**src/rtl/cc_itf_pkg.sv**
```systemverilog
// CoreComplex interface package: reqrsp AMO encoding, APB bridge state,
// default peripheral map and the APB request/response struct pattern.
package cc_itf_pkg;

  typedef enum logic [3:0] {
    AMO_NONE = 4'h0,
    AMO_SWAP = 4'h1,
    AMO_ADD  = 4'h2,
    AMO_AND  = 4'h3,
    AMO_OR   = 4'h4,
    AMO_XOR  = 4'h5,
    AMO_MAX  = 4'h6,
    AMO_MAXU = 4'h7,
    AMO_MIN  = 4'h8,
    AMO_MINU = 4'h9,
    AMO_LR   = 4'hA,
    AMO_SC   = 4'hB
  } amo_op_e;

  typedef enum logic [1:0] {
    IDLE   = 2'd0,
    SETUP  = 2'd1,
    ACCESS = 2'd2,
    RESP   = 2'd3
  } apb_bridge_state_e;

  localparam int unsigned APB_SLV_NUM = 3;
  localparam logic [APB_SLV_NUM*32-1:0] SLV_BASE_DEFAULT =
    {32'h1000_3000, 32'h1000_2000, 32'h1000_1000};
  localparam logic [APB_SLV_NUM*32-1:0] SLV_MASK_DEFAULT = {3{32'hFFFF_F000}};

  // One req/resp pair per supported APB data width (32 and 64).
  typedef struct packed {
    logic [31:0] paddr;
    logic [2:0]  pprot;
    logic        psel;
    logic        penable;
    logic        pwrite;
    logic [31:0] pwdata;
    logic [3:0]  pstrb;
  } apb_req_dw32_t;

  typedef struct packed {
    logic [31:0] prdata;
    logic        pready;
    logic        pslverr;
  } apb_resp_dw32_t;

  typedef struct packed {
    logic [31:0] paddr;
    logic [2:0]  pprot;
    logic        psel;
    logic        penable;
    logic        pwrite;
    logic [63:0] pwdata;
    logic [7:0]  pstrb;
  } apb_req_dw64_t;

  typedef struct packed {
    logic [63:0] prdata;
    logic        pready;
    logic        pslverr;
  } apb_resp_dw64_t;

  // APB beats needed for an access of 2**size bytes, capped at the width ratio.
  function automatic int unsigned apb_num_beats(input logic [1:0] size,
                                                input int unsigned abytes_log2,
                                                input int unsigned ratio);
    int unsigned nb;
    if ({30'd0, size} <= abytes_log2) nb = 32'd1;
    else nb = 32'd1 << ({30'd0, size} - abytes_log2);
    if (nb > ratio) nb = ratio;
    else nb = nb;
    return nb;
  endfunction

endpackage

```
**src/rtl/cc_apb_addr_decode.sv**
```systemverilog
// Combinational APB address decoder: one-hot completer select plus hit flag,
// lowest index wins on overlapping windows.
module cc_apb_addr_decode
  import cc_itf_pkg::*;
#(
  parameter int unsigned NUM_SLV    = APB_SLV_NUM,
  parameter int unsigned ADDR_WIDTH = 32,
  parameter logic [NUM_SLV*ADDR_WIDTH-1:0] SLV_BASE = SLV_BASE_DEFAULT,
  parameter logic [NUM_SLV*ADDR_WIDTH-1:0] SLV_MASK = SLV_MASK_DEFAULT
) (
  input  logic [ADDR_WIDTH-1:0] addr_i,
  output logic [NUM_SLV-1:0]    sel_o,
  output logic                  hit_o
);

  logic [NUM_SLV-1:0] match_s;
  logic [NUM_SLV-1:0] sel_s;
  logic               hit_s;

  // Per-completer window compare.
  always_comb begin
    match_s = '0;
    for (int i = 0; i < NUM_SLV; i++) begin
      match_s[i] = ((addr_i & SLV_MASK[i*ADDR_WIDTH +: ADDR_WIDTH]) ==
                    SLV_BASE[i*ADDR_WIDTH +: ADDR_WIDTH]);
    end
  end

  // Priority pick of the first matching completer.
  always_comb begin
    sel_s = '0;
    hit_s = 1'b0;
    for (int i = 0; i < NUM_SLV; i++) begin
      if (match_s[i] && !hit_s) begin
        sel_s[i] = 1'b1;
        hit_s    = 1'b1;
      end else begin
        sel_s[i] = 1'b0;
      end
    end
  end

  assign sel_o = sel_s;
  assign hit_o = hit_s;

endmodule

```
**src/rtl/cc_reqrsp_to_apb_bridge.sv**
```systemverilog
// Single-outstanding bridge from a reqrsp port to N APB completers, splitting
// wide accesses into APB beats, rejecting AMOs and bounding each beat's wait.
module cc_reqrsp_to_apb_bridge
  import cc_itf_pkg::*;
#(
  parameter int unsigned NUM_APB_SLV    = 3,
  parameter int unsigned ADDR_WIDTH     = 32,
  parameter int unsigned REQ_DATA_WIDTH = 64,
  parameter int unsigned APB_DATA_WIDTH = 32,
  parameter logic [NUM_APB_SLV*ADDR_WIDTH-1:0] SLV_BASE = SLV_BASE_DEFAULT,
  parameter logic [NUM_APB_SLV*ADDR_WIDTH-1:0] SLV_MASK = SLV_MASK_DEFAULT,
  parameter int unsigned TIMEOUT_CYCLES = 256
) (
  input  logic                               clk_i,
  input  logic                               rst_ni,
  input  logic [ADDR_WIDTH-1:0]              q_addr_i,
  input  logic                               q_write_i,
  input  logic [3:0]                         q_amo_i,
  input  logic [REQ_DATA_WIDTH-1:0]          q_data_i,
  input  logic [REQ_DATA_WIDTH/8-1:0]        q_strb_i,
  input  logic [1:0]                         q_size_i,
  input  logic                               q_valid_i,
  output logic                               q_ready_o,
  output logic [REQ_DATA_WIDTH-1:0]          p_data_o,
  output logic                               p_error_o,
  output logic                               p_valid_o,
  input  logic                               p_ready_i,
  output logic [ADDR_WIDTH-1:0]              paddr_o,
  output logic [2:0]                         pprot_o,
  output logic [NUM_APB_SLV-1:0]             psel_o,
  output logic                               penable_o,
  output logic                               pwrite_o,
  output logic [APB_DATA_WIDTH-1:0]          pwdata_o,
  output logic [APB_DATA_WIDTH/8-1:0]        pstrb_o,
  input  logic [NUM_APB_SLV*APB_DATA_WIDTH-1:0] prdata_i,
  input  logic [NUM_APB_SLV-1:0]             pready_i,
  input  logic [NUM_APB_SLV-1:0]             pslverr_i
);

  localparam int unsigned RATIO  = REQ_DATA_WIDTH / APB_DATA_WIDTH;
  localparam int unsigned ABYTES = APB_DATA_WIDTH / 8;
  localparam int unsigned RBYTES = REQ_DATA_WIDTH / 8;
  localparam int unsigned ALSB   = $clog2(ABYTES);
  localparam int unsigned BW     = $clog2(RATIO) + 1;
  localparam int unsigned LW     = (RATIO > 1) ? $clog2(RATIO) : 1;
  localparam int unsigned TW     = (TIMEOUT_CYCLES > 1) ? $clog2(TIMEOUT_CYCLES + 1) : 1;
  localparam logic [TW-1:0] TO_LAST = TW'((TIMEOUT_CYCLES > 0) ? TIMEOUT_CYCLES - 1 : 0);

  localparam logic [1:0] ST_IDLE   = IDLE;
  localparam logic [1:0] ST_SETUP  = SETUP;
  localparam logic [1:0] ST_ACCESS = ACCESS;
  localparam logic [1:0] ST_RESP   = RESP;

  logic [1:0]                state_r;
  logic                      ready_en_r;
  logic [NUM_APB_SLV-1:0]    sel_r;
  logic                      write_r;
  logic [REQ_DATA_WIDTH-1:0] data_r;
  logic [RBYTES-1:0]         strb_r;
  logic [ADDR_WIDTH-1:0]     base_r;
  logic [LW-1:0]             lane0_r;
  logic [BW-1:0]             nbeats_r;
  logic [BW-1:0]             beat_r;
  logic [REQ_DATA_WIDTH-1:0] rdata_r;
  logic                      err_r;
  logic [TW-1:0]             tcnt_r;

  logic [NUM_APB_SLV-1:0]    dec_sel_s;
  logic                      dec_hit_s;
  logic [BW-1:0]             nbeats_s;
  logic [LW-1:0]             lane_s;
  logic [ADDR_WIDTH-1:0]     base_s;
  logic [LW-1:0]             cur_lane_s;
  logic                      last_beat_s;
  logic [APB_DATA_WIDTH-1:0] sel_prdata_s;
  logic                      sel_pready_s;
  logic                      sel_pslverr_s;

  cc_apb_addr_decode #(
    .NUM_SLV    (NUM_APB_SLV),
    .ADDR_WIDTH (ADDR_WIDTH),
    .SLV_BASE   (SLV_BASE),
    .SLV_MASK   (SLV_MASK)
  ) u_addr_decode (
    .addr_i (q_addr_i),
    .sel_o  (dec_sel_s),
    .hit_o  (dec_hit_s)
  );

  // Beat plan: narrow accesses use their own lane, wide ones start at lane 0.
  always_comb begin
    nbeats_s = BW'(apb_num_beats(q_size_i, ALSB, RATIO));
    if ({30'd0, q_size_i} <= ALSB) begin
      lane_s = LW'(q_addr_i >> ALSB) & LW'(RATIO - 1);
      base_s = q_addr_i & ~ADDR_WIDTH'(ABYTES - 1);
    end else begin
      lane_s = '0;
      base_s = q_addr_i & ~ADDR_WIDTH'(RBYTES - 1);
    end
  end

  // Fold the selected completer's response signals.
  always_comb begin
    sel_prdata_s = '0;
    for (int i = 0; i < NUM_APB_SLV; i++) begin
      sel_prdata_s = sel_prdata_s |
        (prdata_i[i*APB_DATA_WIDTH +: APB_DATA_WIDTH] & {APB_DATA_WIDTH{sel_r[i]}});
    end
  end

  assign sel_pready_s  = |(pready_i & sel_r);
  assign sel_pslverr_s = |(pslverr_i & sel_r);
  assign cur_lane_s    = lane0_r + LW'(beat_r);
  assign last_beat_s   = (beat_r == (nbeats_r - BW'(1)));

  assign q_ready_o = ready_en_r && (state_r == ST_IDLE);
  assign p_valid_o = (state_r == ST_RESP);
  assign p_data_o  = rdata_r;
  assign p_error_o = err_r;
  assign psel_o    = ((state_r == ST_SETUP) || (state_r == ST_ACCESS)) ? sel_r : '0;
  assign penable_o = (state_r == ST_ACCESS);
  assign pprot_o   = 3'b000;
  assign paddr_o   = base_r + (ADDR_WIDTH'(beat_r) << ALSB);
  assign pwrite_o  = write_r;
  assign pwdata_o  = data_r[int'(cur_lane_s)*APB_DATA_WIDTH +: APB_DATA_WIDTH];
  assign pstrb_o   = write_r ? strb_r[int'(cur_lane_s)*ABYTES +: ABYTES] : '0;

  // Transaction sequencer: accept, run the APB beats, hold the response.
  always_ff @(posedge clk_i or negedge rst_ni) begin
    if (!rst_ni) begin
      state_r    <= ST_IDLE;
      ready_en_r <= 1'b0;
      sel_r      <= '0;
      write_r    <= 1'b0;
      data_r     <= '0;
      strb_r     <= '0;
      base_r     <= '0;
      lane0_r    <= '0;
      nbeats_r   <= '0;
      beat_r     <= '0;
      rdata_r    <= '0;
      err_r      <= 1'b0;
      tcnt_r     <= '0;
    end else begin
      ready_en_r <= 1'b1;
      case (state_r)
        ST_IDLE: begin
          if (q_ready_o && q_valid_i) begin
            write_r  <= q_write_i;
            data_r   <= q_data_i;
            strb_r   <= q_strb_i;
            sel_r    <= dec_sel_s;
            base_r   <= base_s;
            lane0_r  <= lane_s;
            nbeats_r <= nbeats_s;
            beat_r   <= '0;
            tcnt_r   <= '0;
            rdata_r  <= '0;
            if ((q_amo_i != AMO_NONE) || !dec_hit_s) begin
              err_r   <= 1'b1;
              state_r <= ST_RESP;
            end else begin
              err_r   <= 1'b0;
              state_r <= ST_SETUP;
            end
          end
        end
        ST_SETUP: begin
          tcnt_r  <= '0;
          state_r <= ST_ACCESS;
        end
        ST_ACCESS: begin
          if (sel_pready_s) begin
            if (!write_r) begin
              rdata_r[int'(cur_lane_s)*APB_DATA_WIDTH +: APB_DATA_WIDTH] <= sel_prdata_s;
            end
            err_r <= err_r | sel_pslverr_s;
            if (last_beat_s) begin
              state_r <= ST_RESP;
            end else begin
              beat_r  <= beat_r + BW'(1);
              state_r <= ST_SETUP;
            end
          end else if ((TIMEOUT_CYCLES != 0) && (tcnt_r == TO_LAST)) begin
            // Abandon the remaining beats; the response reports the error.
            err_r   <= 1'b1;
            state_r <= ST_RESP;
          end else if (tcnt_r != {TW{1'b1}}) begin
            tcnt_r <= tcnt_r + TW'(1);
          end
        end
        ST_RESP: begin
          if (p_ready_i) begin
            state_r <= ST_IDLE;
          end
        end
        default: state_r <= ST_IDLE;
      endcase
    end
  end

endmodule

```
**config.mk**
```make
export PLATFORM = sky130hd
export DESIGN_NAME = cc_reqrsp_to_apb_bridge
export DESIGN_NICKNAME = d
export VERILOG_FILES = /design/src/rtl/cc_itf_pkg.sv /design/src/rtl/cc_apb_addr_decode.sv /design/src/rtl/cc_reqrsp_to_apb_bridge.sv
export SDC_FILE = /design/constraint.sdc
export NUM_CORES = 1
export LEC_CHECK = 0
export CORE_MARGIN = 8
export CORE_UTILIZATION = 44
export CTS_CLUSTER_SIZE = 10
export DETAILED_ROUTE_END_ITERATION = 6
export GPL_TIMING_DRIVEN = 0
export PLACE_DENSITY = 0.93
export SLEW_MARGIN = 20
export SYNTH_ARGS = -nofsm -noshare
export SYNTH_HDL_FRONTEND = slang
export SYNTH_SLANG_ARGS = --single-unit
```
**constraint.sdc**
```tcl
create_clock -name clk_i -period 2.8 [get_ports clk_i]
set_clock_uncertainty 0.15 [all_clocks]
set_input_delay 0.56 -clock clk_i [delete_from_list [all_inputs] [get_ports clk_i]]
set_output_delay 0.56 -clock clk_i [all_outputs]
set_load 0.02 [all_outputs]
```
After elaboration in Yosys (flattened, before gate mapping)
Cells that the tools add are included.

Bits in registers: 190. Bits in latches: 0. Memory bits (writable): 0. ROM bits: 0. Input bits: 217. Word-level logic and storage cells: 111. Memories: 0.

Add/sub/neg operators: 7. Multipliers: 0. Div/mod/pow operators: 0. Order comparisons: 2. Equal/unequal tests: 18. Shift operators: 5. Muxes and demuxes: 37. Bitwise gates (word level): 8. Reduce and logical (&&, ||, !) cells: 21.

Operators with widths (number): $mux W64 (3); $pmux W64 S2 (1); $and A32 B32 Y32 (3); $bwmux W64 (1); $or A32 B32 Y32 (2); $shift A32 B34 Y64 const A (1); $shiftx A32 B34 Y64 (1); $shiftx A64 B7 Y32 (1); $eq A20 B17 Y1 const B (3); $mux W9 (4); $neg A6 Y34 (1); $add A32 B4 Y32 (1); $gt A32 B2 Y1 const B (1); $mux W32 (1); $shl A1 B32 Y32 const A (1); $pmux W9 S3 (1); $mux W2 (10); $mux W1 (10); $add A9 B1 Y9 const B (1); $eq A9 B8 Y1 const B (1); $ne A9 B9 Y1 const B (1); $ne A2 B1 Y1 const B (4); $ne A2 B2 Y1 const B (4); $pmux W2 S4 (1); other kinds (28) (40).

Longest topological paths before layout
Gate-level depths: netlist of the first run.

Depth after elaboration: 13. Depth in mapped cells: 9. Mapped depth without buffers: 9.

Cells and area by module
From an unflattened synthesis of the first run, not the netlist that was laid out.

Cell total of the unflattened synthesis: 918. Area, all modules: 8919.8 um^2.

By module, submodules not included: cc_reqrsp_to_apb_bridge (instances 1, cells an instance 904, area each 8813.5 um^2, seq. area each 4679.5 um^2); cc_apb_addr_decode (instances 1, cells an instance 14, area each 106.4 um^2, seq. area each 0.0 um^2).

Worst setup path after synthesis of the first run
Ideal clock, no wire load.

Path type: reg2out. Start point: reg beat_r[0]. End point: out paddr_o[20]. Arrival time: 2.135 ns. Data required time: 2.090 ns. Slack: -0.045 ns. Stages on the path, launching flop included: 8. Buffers on the path: 0. Cell sequence: dfrtp_1 ha_1 inv_1 fa_1 nand2b_1 nor4_2 nand4_1 xnor2_1.

Cells in the longest elaborated chain, start to end: 1.

Ends and longest elaborated chain: from (decl) (line cc_reqrsp_to_apb_bridge.sv:63) `logic [BW-1:0] beat_r;`; from (signal assigned) (line cc_reqrsp_to_apb_bridge.sv:181) `beat_r <= beat_r + BW'(1);`; $add A32 B4 Y32 (line cc_reqrsp_to_apb_bridge.sv:123) `assign paddr_o = base_r + (ADDR_WIDTH'(beat_r) << ALSB);`; to (decl) (line cc_reqrsp_to_apb_bridge.sv:28) `output logic [ADDR_WIDTH-1:0] paddr_o,`.

Every way passes these cells.

Worst setup path after layout of the first run
Start point: reg base_r[2]. End point: out paddr_o[28].

Cells in the longest elaborated chain, start to end: 1.

Ends and longest elaborated chain: from (decl) (line cc_reqrsp_to_apb_bridge.sv:60) `logic [ADDR_WIDTH-1:0] base_r;`; from (signal assigned) (line cc_reqrsp_to_apb_bridge.sv:153) `base_r <= base_s;`; $add A32 B4 Y32 (line cc_reqrsp_to_apb_bridge.sv:123).

Every way passes these cells.

==> results of run 1 <==
sequential cells by signal, indices dropped and copies added, names as in the netlist:
register	count
base_r	30
beat_r	2
data_r	64
nbeats_r	2
p_data_o	64
p_error_o	1
pwrite_o	1
ready_en_r	1
sel_r	3
state_r	2
strb_r	8
tcnt_r	9
timing repair:
item,4_1_cts,5_1_grt
hold endpoints to repair,0,0
pin swaps,14,8
gates resized for setup,266,47
setup endpoints to repair,68,54
hold buffers,0,0
setup buffers,10,7
gates cloned,0,0
stage by stage:
step	setup TNS (ps)	hold slack, ps	total power, mW
final	-3524	-24.33	5.450
after global routing	-5641	41.57	5.622
after CTS	-4334	8.454	5.480
after detailed placement	-52170	308.7	3.143
after global placement	-1295910	301.9	3.137
after floorplan	0	114.4	2.771
cells by family (layout without fill, tap and decap cells):
logic type	count (synthesis)	count (layout)
simple gates	432	432
xor+xnor	29	29
compound gates	134	134
other cells	2	9
flops	187	187
mux	41	41
buf+inv	74	474
fa+ha+maj	11	11
report_power, final:
group | switching [mW] | internal, mW
clock | 1.16 | 1.20
combinational | 0.119 | 0.273
sequential | 0.000903 | 2.70
area by class of cell:
type,count,area (µm²),share of cell area (%)
sequential,187,4681,34.66
multi-input combinational,653,4030,29.84
timing repair buffer,370,3476,25.74
clock buffer,18,439.2,3.252
buffer,60,357.8,2.650
tap,270,337.8,2.502
clock inverter,14,130.1,0.9636
inverter,12,45.04,0.3335
antenna,3,7.507,0.05559
path summary, 6_finish.rpt:
path | slack (ps) | depth (start not counted) | from | to
max in group asynchronous | 1590 | 2 | rst_ni | p_data_o[30]
max | -340 | 9 | base_r[2] | paddr_o[28]
min reg2reg | 330 | 2 | data_r[27] | data_r[27]
min in group clk_i | 330 | 2 | data_r[27] | data_r[27]
max reg2reg | 160 | 7 | state_r[0] | data_r[58]
min | -20 | 1 | rst_ni | data_r[52]
Yosys cell counts (5+ instances only):
cell	instances	share of area [%]
nand2_1	324	14
dfrtp_1	187	53
o2bb2ai_1	64	6.3
clkbuf_1	38	1.6
a222oi_1	34	3.8
mux2_2	33	4.2
nand3_1	22	1.2
xnor2_1	22	2.2
nor2_1	17	0.72
nand4_1	16	1.1
buf_2	13	0.73
inv_1	12	0.51
nor3_1	11	0.62
ha_1	10	1.4
o21ai_0	9	0.51
and2_1	7	0.49
and3_1	7	0.49
buf_4	7	0.59
mux2i_1	7	0.79
xor2_1	7	0.69
nor2b_1	5	0.35
nor4_1	5	0.35
worst max-delay path: cells and delay by family (launching register included):
| kind | cells | cell delay [ps] |
|---|---|---|
| xor gates and xnor gates | 1 | 190 |
| adders and majority gates | 2 | 520 |
| buffers and inverters | 3 | 380 |
| DFF | 1 | 400 |
| and+or+nand+nor | 3 | 550 |
metal layers:
| metal | vias to the layer above | routed length [µm] | global-route usage, % |
|---|---|---|---|
| met1 | 4177 | 12100 | 29.10 |
| met2 | 434 | 16470 | 44.87 |
| met5 | - | 0 | 0 |
| met4 | 0 | 1575 | 14.19 |
| li1 | 3954 | - | - |
| met3 | 85 | 3139 | 7.562 |
==> flow_metrics.tcl, run 1 <==
set metrics [dict create \
    status "finished with violations" \
    violations "hold timing, setup timing" \
    ys_seq_area_share_pct 52.85 \
    place.gp.congestion 0.9085 \
    avgRoutedWirePerCell_um 20.98 \
    ys_async_sr_fraction_pct 100.0 \
    synth_mux_area_share_pct 5.115 \
    synthFlopType "dfrtp_1" \
    placed_cell_area_mm2 0.01279 \
    synth.distinct_cells 56 \
    drv_cap 0 \
    synth_top_family_by_area "simple AND/OR/NAND/NOR gates" \
    dp_cells 1537 \
    fin_nets 1529 \
    required_ps 2090 \
    drtAntennaViolNets 0 \
    synth-edff-count 0 \
    rsz0062_at_grt "true" \
    avgSynthCellArea_um2 9.730 \
    hold_viol_final 5 \
    antenna_found_initial 3 \
    cts-root-buf "clkbuf_16" \
    ios 360 \
    worst-setup-path-type "register to output pin" \
    stdcell_count 1587 \
    core_area_mm2 0.01997 \
    tightest_slew_ps 765.8 \
    yosys_warnings 0 \
    place_hpwl_um 25370 \
    fmax_ghz 0.3184 \
    synth_compound_gate_area_share_pct 12.92 \
    synthCells 910 \
    finalSetupViolations 14 \
    final_core_util_pct 67.61 \
    power_density_mw_per_mm2 403.6 \
    drtPass1Iterations 6 \
    netlist_area_mm2 0.008855 \
    ir_drop_v 0.0004267 \
    clk_pin_slew_ps 70 \
    period_minus_slack_ps 3141 \
    layout_common_cells "nand2_1, clkdlybuf4s50_1, dfrtp_1" \
    worst_ep_arrival_time_ps 2430 \
    cp_max_fo 7 \
    drcViolationCount 0 \
    drive_above_1_share_pct 14.84 \
    hold_slack_ps -24.33 \
    totalWireLength_um 33290 \
    fill_cells 1543 \
    die_area_mm2 0.02492 \
    die_h_um 157.9 \
    dieWidth_um 157.9 \
    clk_latency_ps 420 \
    fin_ws_ps -340.7 \
    clockBufferDepth 2 \
    first_iter_violations 700 \
    grtUsageTotal_pct 26.25 \
    routed-via-count 8650 \
    htreeDepth 4 \
    synth-xor-area-share_pct 2.868 \
    tritoncts "built" \
    area_growth_syn_to_layout_pct 52.51 \
    start_util_pct 44.33 \
    synth_fa_ha_area_share_pct 1.639 \
    worstSetupStartpointType "register" \
    pre_cts_slack_ps -979.1 \
    p_leak_nw 6.456 \
    slew_violations 0 \
    final_common_cell "nand2_1" \
    placementRows 52 \
    portBuffers 352 \
    path_cells "ha_4, inv_2, fa_2, nand2b_4, nor4_4, buf_6, nand4_1, xnor2_2, buf_4" \
    grt_pass1_wl_um 50400 \
    synthSimpleGateAreaFrac_pct 20.83 \
    overflow 0 \
    cts_buffers 17 \
    clock_sinks 187 \
    ys_ff_latch 187 \
    hp-class "input pin to async pin" \
    cp_slowest_stage_delay_ps 400 \
    final_cell_area_mm2 0.01350 \
    period_share_pct 112.2 \
    cp-end-kind "output pin" \
    grt_pass1_vias 9316 \
    viasPerCell 5.451 \
    relSlewSlack_pct 48.94 \
    slowest_stage "dfrtp_1" \
    grt_max_degree 96 \
]
No activity file was read; power rests on OpenSTA's default activity.
==> run 2, diff against run 1 <==
- REMOVE_ABC_BUFFERS: unset -> 1
==> flow_metrics.tcl, run 2 (synthesized netlist as in run 1, its figures left out) <==
set metrics [dict create \
    status "finished with violations" \
    violations "DRC, hold timing, setup timing" \
    placementRows 52 \
    fin_tns_setup_ps -5874 \
    place_hpwl_um 23540 \
    holdBufCountCts 0 \
    drv_cap 0 \
    hold_viol_final 6 \
    cts_buffers 17 \
    rsz0062_at_grt "true" \
    period_share_pct 113.2 \
    worst_r2r_startpoint "state_r[0]" \
    timing.rr.end "p_data_o[2]" \
    avgRoutedWirePerCell_um 21.75 \
    viasPerCell 5.685 \
    finalSetupViolations 23 \
    drcViolationCount 9 \
    ir_drop_v 0.0003859 \
    layout_common_cells "nand2_1, clkdlybuf4s50_1, dfrtp_1" \
    tritoncts "built" \
    fin_ws_ps -370.1 \
    drtPass1Iterations 7 \
    grtUsageTotal_pct 25.66 \
    die_h_um 157.9 \
    place.gp.congestion 0.8528 \
    overflow 0 \
    clk_pin_slew_ps 80 \
    fin_nets 1490 \
    clock_sinks 187 \
    tightest_slew_ps 792.9 \
    drtAntennaViolNets 0 \
    r2r_cells 7 \
    die_area_mm2 0.02492 \
    antenna_found_initial 4 \
    rrSetupSlack_ps 170 \
    final_core_util_pct 69.19 \
    fmax_ghz 0.3155 \
    area_growth_syn_to_layout_pct 56.07 \
    grt_pass1_vias 9029 \
    pre_cts_slack_ps -837.2 \
    grt_max_degree 99 \
    worstSetupStartpointType "register" \
    relSlewSlack_pct 47.14 \
    totalPowerFinal_mw 5.467 \
    htreeDepth 4 \
    clk_latency_ps 420 \
    cts-root-buf "clkbuf_16" \
    p_leak_nw 6.465 \
    hold_slack_ps -27.82 \
    final_common_cell "nand2_1" \
    clockBufferDepth 2 \
    totalWireLength_um 33690 \
    grt_pass1_wl_um 49580 \
    cp_max_fo 7 \
    drive_above_1_share_pct 14.82 \
    ios 360 \
    hp-class "input pin to async pin" \
    first_iter_violations 586 \
    core_area_mm2 0.01997 \
    start_util_pct 44.33 \
    cp-end-kind "output pin" \
    dieWidth_um 157.9 \
    slew_violations 0 \
    worst-setup-path-type "register to output pin" \
    routed-via-count 8806 \
    power_density_mw_per_mm2 395.6 \
    portBuffers 352 \
    required_ps 2090 \
    period_minus_slack_ps 3170 \
    worst_ep_arrival_time_ps 2460 \
]
-- run 2: changes by cell type in the layout (fill, tap and decap cells not counted), sizes merged, moves of 2 or more --
cell           change
buf               -32
clkbuf            -31
clkdlybuf4s15     +22
clkdlybuf4s50      +3
clkinv             +3
clkinvlp           -3
dlymetal6s2s       -2
-- run 2: worst max-delay path: stages, from the launching register on --
cell	delay, ps
dfrtp_1	400
ha_4	150
inv_2	30
fa_2	340
nand2b_4	170
nor4_4	220
buf_6	160
nand4_1	150
xnor2_1	230
buf_4	180
-- run 2: worst max path at each step --
| stage | from | end | slack, ps | depth (start not counted) |
|---|---|---|---|---|
| final | base_r[2] | paddr_o[28] | -370 | 9 |
| after global routing | base_r[2] | paddr_o[28] | -460 | 9 |
| after CTS | beat_r[0] | paddr_o[28] | -370 | 9 |
| after detailed placement | beat_r[0] | paddr_o[26] | -840 | 8 |
| after global placement | rst_ni | p_data_o[12] | -6610 | 1 |
| after floorplan | state_r[0] | sel_r[1] | -690 | 4 |
-- run 2: where the power goes --
part	switching [mW]	total, mW	internal (mW)
Clock	1.18	2.38	1.20
Sequential	0.00156	2.70	2.70
Combinational	0.119	0.387	0.268
Total	1.30	5.47	4.16
-- run 2: routing by layer --
layer	up-vias	wire length, µm	share of wire [%]	track usage, %
met5	-	0	0	0
met4	0	1149	3.4	10.74
met3	72	3553	11	8.572
met2	483	17180	51	44.99
met1	4357	11810	35	27.94
li1	3894	-	-	-
-- run 2: timing repair --
action                                  in CTS  in global routing
resized for setup                          206                 78
buffers inserted                            16                 12
cloned                                       0                  2
endpoints found under the setup margin     131                 64
pin swaps                                   22                 13
-- run 2: area by class of cell --
| type | count | area, µm² |
|---|---|---|
| Multi-Input combinational cell | 653 | 4247 |
| Inverter | 12 | 45.04 |
| Timing Repair Buffer | 391 | 3908 |
| Clock inverter | 14 | 150.1 |
| Fill cell | 1372 | 6155 |
| Antenna cell | 4 | 10.01 |
| Sequential cell | 187 | 4693 |
| Tap cell | 270 | 337.8 |
| Clock buffer | 18 | 429.2 |
-- run 2: per-stage QoR --
stage	instance area [µm²]	cells
detailed placement	12680	1483
global placement	12450	1474
global route	13820	1549
finish	13820	1549
floorplan	8587	852
CTS	13510	1531
